===== src/rtl/clk_ctrl_pkg.sv =====
// Shared encodings and constants for the clock-enable controller.
package clk_ctrl_pkg;

    typedef enum logic [1:0] {
        ST_HALT     = 2'b00,
        ST_RUN      = 2'b01,
        ST_STEP_ARM = 2'b10
    } ctrl_state_e;

    localparam int BLANK_CYCLES = 3;
    localparam int BLANK_W      = $clog2(BLANK_CYCLES + 1);

endpackage


===== src/rtl/btn_debounce.sv =====
// Synchronises a raw board button, debounces it, and emits a one-cycle pulse
// on each accepted press.
module btn_debounce #(
    parameter int DB_CYCLES = 16
) (
    input  logic clk,
    input  logic rst,
    input  logic btn_i,
    output logic press_o
);

    localparam int CW = $clog2(DB_CYCLES + 1);

    logic          sync1_q, sync2_q;
    logic          level_q, press_q;
    logic [CW-1:0] cnt_q;

    // cnt_q counts consecutive samples that disagree with the accepted level;
    // any agreeing sample restarts the count.
    always_ff @(posedge clk) begin
        if (rst) begin
            sync1_q <= 1'b0;
            sync2_q <= 1'b0;
            level_q <= 1'b0;
            press_q <= 1'b0;
            cnt_q   <= '0;
        end else begin
            sync1_q <= btn_i;
            sync2_q <= sync1_q;
            press_q <= 1'b0;
            if (sync2_q == level_q) begin
                cnt_q <= '0;
            end else if (cnt_q == CW'(DB_CYCLES - 1)) begin
                level_q <= sync2_q;
                press_q <= sync2_q;
                cnt_q   <= '0;
            end else begin
                cnt_q <= cnt_q + 1'b1;
            end
        end
    end

    assign press_o = press_q;

endmodule


===== src/rtl/clk_enable_ctrl.sv =====
// Turns a selected divider tap into a glitch-free one-cycle core enable,
// gated by a RUN / HALT / single-step controller.
module clk_enable_ctrl
    import clk_ctrl_pkg::*;
#(
    parameter int TAP_W     = 32,
    parameter int SEL_W     = 5,
    parameter int DB_CYCLES = 16,
    parameter int CNT_W     = 16
) (
    input  logic             clk,
    input  logic             rst,
    input  logic [TAP_W-1:0] div_taps,
    input  logic [SEL_W-1:0] tap_sel,
    input  logic             mode_run,
    input  logic             step_btn,
    input  logic             halt_req,
    output logic             cpu_ce,
    output logic [CNT_W-1:0] tick_count,
    output logic [1:0]       ctrl_state
);

    logic               s1_q, s2_q, s3_q;
    logic [SEL_W-1:0]   tap_sel_q;
    logic [BLANK_W-1:0] blank_q;
    logic               tick;
    logic               step_req;
    ctrl_state_e        state_q, state_d;
    logic               ce_q, ce_d;
    logic [CNT_W-1:0]   tick_q;

    // s1 is the metastability catcher; edge detection uses only s2/s3.
    always_ff @(posedge clk) begin
        if (rst) begin
            s1_q      <= 1'b0;
            s2_q      <= 1'b0;
            s3_q      <= 1'b0;
            tap_sel_q <= '0;
            blank_q   <= '0;
        end else begin
            s1_q      <= div_taps[tap_sel];
            s2_q      <= s1_q;
            s3_q      <= s2_q;
            tap_sel_q <= tap_sel;
            if (tap_sel != tap_sel_q)
                blank_q <= BLANK_W'(BLANK_CYCLES);
            else if (blank_q != '0)
                blank_q <= blank_q - 1'b1;
        end
    end

    // Blanking hides the false edge a tap switch can inject into the pipe.
    assign tick = s2_q & ~s3_q & (blank_q == '0);

    btn_debounce #(
        .DB_CYCLES(DB_CYCLES)
    ) u_step_db (
        .clk    (clk),
        .rst    (rst),
        .btn_i  (step_btn),
        .press_o(step_req)
    );

    always_ff @(posedge clk) begin
        if (rst) begin
            state_q <= ST_HALT;
            ce_q    <= 1'b0;
            tick_q  <= '0;
        end else begin
            state_q <= state_d;
            ce_q    <= ce_d;
            tick_q  <= tick_q + CNT_W'(ce_q);
        end
    end

    always_comb begin
        state_d = state_q;
        ce_d    = 1'b0;
        case (state_q)
            ST_RUN: begin
                if (halt_req || !mode_run)
                    state_d = ST_HALT;
                else
                    ce_d = tick;
            end
            ST_STEP_ARM: begin
                if (halt_req)
                    state_d = ST_HALT;
                else if (mode_run)
                    state_d = ST_RUN;
                else if (tick) begin
                    ce_d    = 1'b1;
                    state_d = ST_HALT;
                end
            end
            default: begin
                // Covers the unused 2'b11 encoding as well as HALT.
                state_d = ST_HALT;
                if (halt_req)
                    state_d = ST_HALT;
                else if (mode_run)
                    state_d = ST_RUN;
                else if (step_req)
                    state_d = ST_STEP_ARM;
            end
        endcase
    end

    assign cpu_ce     = ce_q;
    assign tick_count = tick_q;
    assign ctrl_state = state_q;

endmodule


===== config.mk =====
export PLATFORM = sky130hd
export DESIGN_NAME = clk_enable_ctrl
export DESIGN_NICKNAME = d
export VERILOG_FILES = /design/src/rtl/clk_ctrl_pkg.sv /design/src/rtl/btn_debounce.sv /design/src/rtl/clk_enable_ctrl.sv
export SDC_FILE = /design/constraint.sdc
export NUM_CORES = 1
export LEC_CHECK = 0
export ABC_AREA = 1
export ABC_CLOCK_PERIOD_IN_PS = 1500
export BUFFER_PORTS_ARGS = -buffer_cell sky130_fd_sc_hd__buf_2
export CAP_MARGIN = 20
export CORE_ASPECT_RATIO = 0.6
export CORE_MARGIN = 4
export CORE_UTILIZATION = 35
export CTS_CLUSTER_SIZE = 14
export DETAILED_ROUTE_END_ITERATION = 8
export PLACE_DENSITY = 0.63
export SYNTH_ARGS = -nofsm -noshare
export SYNTH_HDL_FRONTEND = slang
export SYNTH_SLANG_ARGS = --single-unit

===== constraint.sdc =====
create_clock -name clk -period 1.5 [get_ports clk]
set_input_delay 0.225 -clock clk [delete_from_list [all_inputs] [get_ports clk]]
set_output_delay 0.225 -clock clk [all_outputs]
set_load 0.01 [all_outputs]

# [Yosys cells after proc, flatten, opt, wreduce, memory -nomap -nowiden]
# Cells that the tools add are included.
[word_totals] reg_bits=38 in_bits=42 wordCells=55
[op_classes] n_reduce_logical=9 n_mux=17 magnitude_cmp=1 bitwise=5 n_eq_ne=7 n_addsub=3
[op_table] op="2-bit two-way mux" count=9
[op_table] op="16-bit by 1-bit adder with 16-bit output" count=1
[op_table] op="5-bit by 6-bit less-than comparator with 1-bit output (second input constant)" count=1
[op_table] op="3-bit OR reduction" count=2
[op_table] op="5-bit by 1-bit adder with 5-bit output (second input constant)" count=1
[op_table] op="1-bit binary-select mux with 5-bit select" count=1
[op_table] op="5-bit by 4-bit == test with 1-bit output (second input constant)" count=1
[op_table] op="1-bit two-way mux" count=5
[op_table] op="5-bit inequality test" count=1
[op_table] op="4-bit inequality test (second input constant)" count=1
[op_table] op="2-bit one-hot mux with 2 select lines" count=1
[op_table] op="2-bit AND reduction" count=2
[op_table] op="2-bit nonzero test" count=2
[op_table] op="1-bit inverter" count=3
[op_table] op="1-bit AND" count=2
[op_table] op="2-bit by 1-bit == test with 1-bit output (second input constant)" count=1
[op_table] op="2-bit == test (second input constant)" count=1
[op_table] op="2-bit zero test" count=1
[op_table] op="2-bit inequality test (second input constant)" count=1
[op_table] op="1-bit one-hot mux with 2 select lines" count=1
[op_table] op="2-bit by 1-bit subtractor with 2-bit output (second input constant)" count=1
[op_table] op="1-bit == test" count=1
[op_table] op="1-bit zero test" count=1
[op_table] op="1-bit logical OR" count=1

# [Depth between registers and ports, before layout]
# Gate-level depths: netlist (run 1).
[logic_depth] word_depth=7 mapped_depth=10

# [Modules after synthesis]
# From an unflattened synthesis (run 1), not the netlist that was laid out.
[hier_totals] cells_unflattened=320 area_unflattened_um2=2092.0
[modules_own_cells] module="clk_enable_ctrl" seq_area_each_um2=580.6 n_inst=1 area_per_inst_um2=1750.4 cells_per_inst=278
[modules_own_cells] module="btn_debounce" seq_area_each_um2=180.2 n_inst=1 area_per_inst_um2=341.6 cells_per_inst=42

# [Worst setup path before layout (run 1)]
# OpenSTA, ideal clock, no wires.
[synth_timing] kind="register to register" startpoint="register ce_q, in the netlist cpu_ce" endpoint="register tick_q[12], in the netlist tick_count[12]" slack_ns=0.074 setup_time_ns=0.071 required_time_ns=1.429 stages_incl_launch_ff=8 t_arrival_ns=1.356 cell_sequence="dfxtp_1 ha_1 ha_1 nand2_1 nor2_1 nand3_1 or2_0 a21oi_1"
[synth_between] elab_chain_len=1
[synth_rtl] element="start, declared" line_no="clk_enable_ctrl.sv:29" rtl="logic ce_q, ce_d;"
[synth_rtl] element="start signal, assigned" line_no="clk_enable_ctrl.sv:67" rtl="ce_q <= 1'b0;"
[synth_rtl] element="start signal, assigned" line_no="clk_enable_ctrl.sv:71" rtl="ce_q <= ce_d;"
[synth_rtl] element="16-bit by 1-bit adder with 16-bit output" line_no="clk_enable_ctrl.sv:72" rtl="tick_q <= tick_q + CNT_W'(ce_q);"
[synth_rtl] element="end signal, assigned" line_no="clk_enable_ctrl.sv:72"
[synth_rtl] element="end, declared" line_no="clk_enable_ctrl.sv:30" rtl="logic [CNT_W-1:0] tick_q;"
# No other way between the ends.
# A chain may end at the register's enable or synchronous reset.

# [Worst setup path in the final report (run 1)]
# Same ends and word-level chain as after synthesis.

==> results of run 1 <==
[worst max-delay path: stages, from the launching register on]
cell and delay, ps:
dfxtp_2 360, ha_4 150, ha_2 180, nand2_2 70, nor2_4 120, nand3_1 100
or2_0 240, a21oi_1 140
[what timing repair did]
item	4_1_cts	5_1_grt
hold endpoints to repair	0	0
setup buffers	0	2
endpoints found under the setup margin	0	2
resized for setup	0	8
[cells in the mapped netlist]
master / n / area [um2]
buf_6: 3 / 33.8
o21a_1: 1 / 7.51
xor2_1: 3 / 26.3
or2_0: 4 / 25.0
clkbuf_1: 2 / 7.51
buf_2: 1 / 5.00
inv_1: 46 / 173
clkinv_1: 1 / 3.75
nor3b_1: 3 / 22.5
inv_4: 1 / 6.26
nor2_1: 36 / 135
xnor2_1: 5 / 43.8
o21ai_0: 9 / 45.0
nor3_2: 2 / 20.0
ha_1: 7 / 87.6
nor2_2: 2 / 12.5
nand2_1: 81 / 304
inv_2: 2 / 7.51
nand4_1: 4 / 25.0
or2_1: 1 / 6.26
dfxtp_1: 38 / 761
nand3_2: 1 / 10.0
nand3_1: 31 / 155
nor3_1: 1 / 5.00
o211ai_1: 1 / 7.51
a21oi_1: 15 / 75.1
[path summary, 6_finish.rpt]
kind	to	slack (ps)
worst min register to register	u_step_db.sync2_q	410
worst max-delay path	tick_count[12]	80
worst min-delay path	u_step_db.sync1_q	140
worst max register to register	tick_count[12]	80
[power breakdown]
part           total (mW)  leakage (nW)  switching (mW)  internal [mW]
clock network       0.748        0.0472           0.379          0.370
registers            1.04         0.310         0.00959           1.03
logic               0.232         0.861           0.130          0.102
total                2.02          1.22           0.518           1.50
[metal layers]
metal | routed length [um] | vias up | part of all wire [%] | track usage [%]
met4 | 24 | 0 | 0.49 | 2.42
met2 | 1790 | 59 | 36 | 18.9
met5 | 0 | - | 0 | 0
met1 | 2720 | 859 | 55 | 22.7
li1 | - | 1059 | - | -
met3 | 417 | 4 | 8.4 | 3.97
[final cells by class]
| class | instances | share of cell area, % |
|---|---|---|
| Sequential cell | 38 | 30.2 |
| Clock buffer | 6 | 3.27 |
| Clock inverter | 2 | 0.496 |
| Multi-Input combinational cell | 207 | 41.1 |
| Timing Repair Buffer | 65 | 13.4 |
| Inverter | 50 | 7.53 |
| Tap cell | 80 | 3.96 |
[kinds of logic (layout without fill, tap and decap cells)]
group           Yosys count  after routing  share of synthesized area (%)
xor+xnor                  8              8                           3.48
fa+ha+maj                 7              7                           4.36
compound gates           26             26                           6.72
flops                    38             38                           37.8
buf+inv                  56            123                           11.8
simple gates            166            166                           35.8
[sequential cells by signal, indices dropped and copies added, names as in the netlist]
register,count
tick_count,16
u_step_db.level_q,1
s2_q,1
blank_q,2
u_step_db.press_o,1
tap_sel_q,5
s1_q,1
u_step_db.sync1_q,1
u_step_db.sync2_q,1
s3_q,1
ctrl_state,2
cpu_ce,1
u_step_db.cnt_q,5
==> metrics.md, run 1 <==
| Metric | Value |
|---|---|
| Pwr Total | `2.02 mW` |
| Seq. cell area | `763 um2` |
| Chip width | `106 um` |
| Maximum VDD drop | `0.000352 V` |
| Placed Cells | `438` |
| Post-Syn Area | `2010 um2` |
| Hold crit path type | `in -> reg` |
| Iteration count of the initial detailed-routing pass | `4` |
| Reg2Reg Launch Point | `cpu_ce` |
| Drt wl/cell | `11.0 um` |
| Clk slew on worst S/H paths | `90 ps` |
| Avg Inst Size Synth | `6.68 um2` |
| IO Count | `61` |
| R2R depth | `7` |
| Final setup viols | `0` |
| Inserted Diodes | `0` |
| Crit. End Element | `flop` |
| Crit start category | `flop` |
| Setup TNS | `0 ps` |
| Post-Syn Instances | `301` |
| CP Launch Point | `cpu_ce` |
| Full die area | `7060 um2` |
| Slew HR | `81.8%` |
| 1st-iter DRT viols | `90` |
| Layout cells sized above 1 | `23.6%` |
| Final WL | `4950 um` |
| Die extent in y | `66.7 um` |
| Half-perimeter wire length after placement | `3890 um` |
| Worst slack, placed | `27.9 ps` |
| Commonest non-fill, non-tap cells in the layout | `80 x nand2_1, 60 x buf_2, 46 x inv_1, 36 x dfxtp_1, 35 x nor2_1` |
| Hold path cells | `3` |
| Final ANT Viol Nets | `0` |
| First-pass GRT wire length | `8100 um` |
| Unrepaired setup endpoints after global routing | `no` |
| Core area | `5570 um2` |
| Layout area overhead | `25.6%` |
| Fin. max-slew vios | `0` |
| Initial antenna violation count | `0` |
| Nets | `416` |
| Via count | `1,981` |
| Placer congestion estimate | `0.851` |
| Post-route worst setup slack | `80.4 ps` |
| DRC violations left | `0` |
| Yosys warnings | `0` |
| GR Overflow Total | `0` |
| Non-filler cells, final | `448` |
| Via-to-Cell Ratio | `4.42` |
| Post-synth cell types | `26` |
| CP Max Fanout | `2` |
| Leak pwr | `1.22 nW` |
| Final Cycle Share | `94.6%` |
| GR Util All Layers | `14.4%` |
| Commonest non-fill, non-tap cell in the layout | `nand2_1` |
| Max Cap Violations | `0` |
| Starting Density | `36.1%` |
| Synthesized net count | `350` |
| Fin. Hold Viols | `0` |
| Cts hold-fix bufs | `0` |
| Clock Root Buffer | `clkbuf_8` |
| Hold slack | `141 ps` |
| Fin util | `45.3%` |
| # clock sinks | `38` |
| FP Rows | `21` |
| CTS tree | `yes` |
| Cell Area, Placed | `2390 um2` |
| Multi-input logic area | `1040 um2` |
| Power Density | `799 nW/um2` |
| Skew-Pair Late Insertion Delay | `290 ps` |
| Flop and latch count out of synthesis | `38` |
| Post-layout min period | `1420 ps` |
| Post-route design area | `2520 um2` |
| Critical Path AT | `1650 ps` |
| Critical path required time | `1730 ps` |
| H-Tree Depth | `2` |
| Worst-Margin Slew | `273 ps` |
| Register area share after synthesis | `37.8%` |
| Vias in the first global route | `1,759` |
| Fmax | `704 MHz` |
| CTS buffer count | `5` |
| Clock Skew | `12.7 ps` |
| Largest net degree at the start of global routing | `24` |
| Clock buffer depth | `2` |
| Hold_sp | `step_btn` |
| Setup CP Type | `reg -> reg` |
| Fillers | `582` |
| Port Buffer Count | `60` |
| Outcome | `finished, final reports clean` |
Note: power is estimated with default switching activity, not from simulation.
==> run 2, diff against run 1 <==
Settings changed: ABC_AREA 1 to not set, PLACE_DENSITY 0.63 to 0.64.
==> run 2 against run 1 <==
  * Clock power down 13%
  * Design area shrank 2.6%
  * Register-to-register slack lost 40 ps
  * Sequential share of layout area is 0.90 points higher
  * Total power decreased by 6.0%
  * Wire length decreased by 22%
  * Non-clock buffer count increased by 17
  * Utilization up 6.2 points
  * Combinational power is 11% lower
  * Critical path depth down 1
  * Setup slack lost 40 ps
  * Critical endpoint is now tick_count[14]
  * Largest cell class unchanged
==> metrics.md, run 2 <==
| Metric | Value |
|---|---|
| Outcome | `finished, final reports clean` |
| Ys async rst share | `0%` |
| Core area | `4780 um2` |
| CP Launch Point | `tick_count[0]` |
| 1st-iter DRT viols | `34` |
| Worst-Margin Slew | `344 ps` |
| Unrepaired setup endpoints after global routing | `yes` |
| First-pass GRT wire length | `6530 um` |
| Hold slack | `142 ps` |
| Starting Density | `38.0%` |
| Top-count cell post-synth | `dfxtp_1` |
| Placer congestion estimate | `0.766` |
| Met2 Usage GRT | `19.1%` |
| Post-synth cell types | `33` |
| Setup CP Type | `reg -> reg` |
| Hold crit path type | `in -> reg` |
| Final setup viols | `0` |
| Flop2flop setup slack | `40 ps` |
| Post-Syn Instances | `177` |
| IO Count | `61` |
| Worst path buffer plus inverter count | `0` |
| Clock Skew | `3.78 ps` |
| Crit. End Element | `flop` |
| Synthesized net count | `226` |
| Inserted Diodes | `0` |
| Die extent in y | `63.8 um` |
| # clock sinks | `38` |
| Critical Path AT | `1680 ps` |
| Iteration count of the initial detailed-routing pass | `4` |
| Hold path cells | `2` |
| GR Util All Layers | `12.8%` |
| Post-synth top flop | `dfxtp_1` |
| Chip width | `101 um` |
| GR Overflow Total | `0` |
| Largest net degree at the start of global routing | `18` |
| Nets | `308` |
| Clock Root Buffer | `clkbuf_8` |
| Synth top cells by count | `38 x dfxtp_1, 19 x nor2_1, 12 x nor2b_1, 9 x xnor2_1, 9 x xor2_1` |
| Full die area | `6440 um2` |
| Top cells by area, synth | `dfxtp_1 42%, mux4_1 5.8%, mux4_2 5.0%` |
| Slew HR | `76.9%` |
| Yosys warnings | `0` |
| Final Cycle Share | `97.3%` |
| Crit-path cells | `ha_4 > ha_4 > and2_4 > nand4_1 > or3_1 > a21oi_1` |
| Skew-Pair Late Insertion Delay | `290 ps` |
| CP Max Fanout | `4` |
| Slowest stage cell, crit path | `dfxtp_2` |
| Final ANT Viol Nets | `0` |
| Clk slew on worst S/H paths | `70 ps` |
| Leading area contributor after synthesis | `dfxtp_1` |
| Largest register FFs | `16` |
| Max Cap Violations | `0` |
| Leak pwr | `1.12 nW` |
| Commonest non-fill, non-tap cells in the layout | `60 x buf_2, 34 x dfxtp_1, 22 x buf_4, 18 x nor2_1, 12 x nor2b_1` |
| Fin. Hold Viols | `0` |
| R2R depth | `6` |
| H-Tree Depth | `2` |
| Met3 Usage GRT | `5.11%` |
| Layout area overhead | `35.5%` |
| Port Buffer Count | `60` |
| Fmax | `685 MHz` |
| Via-to-Cell Ratio | `4.63` |
| Top delay family on crit path | `simple AND/OR/NAND/NOR gates` |
| Critical path depth | `6` |
| Synth top area share | `41.9%` |
| Post-Syn Area | `1820 um2` |
| DRC violations left | `0` |
| Vias in the first global route | `1,469` |
| Drt wl/cell | `12.0 um` |
| Critical path required time | `1720 ps` |
| Half-perimeter wire length after placement | `3060 um` |
| Initial antenna violation count | `0` |
| CP peak stage delay | `350 ps` |
| Setup crit end | `tick_count[14]` |
| Cts hold-fix bufs | `0` |
| FP Rows | `19` |
| Power Density | `771 nW/um2` |
| Cell mode on critical path | `ha_4` |
| Avg Inst Size Synth | `10.3 um2` |
| Fin. max-slew vios | `0` |
| Layout cells sized above 1 | `41.3%` |
| Register area share after synthesis | `41.9%` |
| GRT Max-Usage Layer | `met2` |
| Final WL | `3870 um` |
| Met1 usage | `16.9%` |
| CTS tree | `yes` |
| CTS buffer count | `5` |
| R2r endpoint | `tick_count[14]` |
| EDFF count, synth | `0` |
| Pwr Total | `1.90 mW` |
| Via count | `1,491` |
| Reg2Reg Launch Point | `tick_count[0]` |
| Crit start category | `flop` |
| Clock buffer depth | `2` |
| Flop and latch count out of synthesis | `38` |
| Maximum VDD drop | `0.000337 V` |
| Commonest non-fill, non-tap cell in the layout | `buf_2` |
| Post-layout min period | `1460 ps` |
[run 2: changes by cell type after synthesis, sizes merged, moves of 8 or more]
cell / change
mux4: +8
nand2: -76
mux2i: +8
nand3: -24
nor2b: +12
nor2: -19
inv: -42
[run 2: metal layers]
layer / routed length (um) / vias up
met1: 1920 / 653
met5: 0 / -
li1: - / 788
met2: 1600 / 43
met3: 289 / 7
met4: 65 / 0
[run 2: worst register-to-register path: cells and delay by family, from the launching register on]
| kind | cells | cell delay, ps |
|---|---|---|
| compound gates | 1 | 140 |
| fa+ha+maj | 2 | 270 |
| flops | 1 | 350 |
| simple gates | 3 | 630 |
[run 2: power breakdown]
| part | internal [mW] | leakage, nW | total (mW) | switching [mW] |
|---|---|---|---|---|
| Clock | 0.312 | 0.0438 | 0.652 | 0.340 |
| Combinational | 0.124 | 0.766 | 0.206 | 0.0823 |
| Sequential | 1.03 | 0.311 | 1.04 | 0.00961 |
[run 2: worst min path at each step]
| stage | startpoint | end | slack [ps] |
|---|---|---|---|
| floorplan | rst | u_step_db.press_o | 300 |
| global placement | u_step_db.sync1_q | u_step_db.sync2_q | 440 |
| detailed placement | u_step_db.sync1_q | u_step_db.sync2_q | 430 |
| CTS | step_btn | u_step_db.sync1_q | 140 |
| global route | step_btn | u_step_db.sync1_q | 150 |
| finish | step_btn | u_step_db.sync1_q | 140 |
[run 2: layout make-up]
class,count,area [um2]
fillers,447,2320
clock inverters,2,10.0
inverters,7,26.3
multi-input cells,125,1040
well taps,63,78.8
clock buffers,5,68.8
repair buffers,82,465
flip-flops and latches,38,766
[run 2: logic make-up (layout without fill, tap and decap cells)]
kind of cell | count (synthesis) | count (layout) | synth area share, %
and+or+nand+nor | 67 | 67 | 20.2
muxes | 17 | 17 | 15.8
buffers and inverters | 14 | 96 | 3.65
xor gates and xnor gates | 18 | 18 | 8.68
AOI/OAI and AO/OA | 16 | 16 | 4.96
adders and majority gates | 7 | 7 | 4.82
DFF | 38 | 38 | 41.9
[run 2: through the flow]
step | setup WS (ps) | cells | cell area (um2) | setup TNS (ps) | utilization, %
6_report | 40.3 | 322 | 2460 | 0 | 51.5
5_1_grt | -62.9 | 322 | 2460 | -135 | 51.5
4_1_cts | 20.8 | 322 | 2440 | 0 | 51.1
3_5_place_dp | -31.8 | 314 | 2310 | -107 | 48.4
3_3_place_gp | -26.0 | 314 | 2310 | -42.6 | 48.4
2_1_floorplan | 0.599 | 177 | 1820 | 0 | -
[run 2: repair_timing]
action / CTS / global route
cloned: 0 / 0
setup endpoints to repair: 9 / 10
resized for setup: 9 / 6
buffers inserted: 1 / 0
pin swaps: 3 / 3
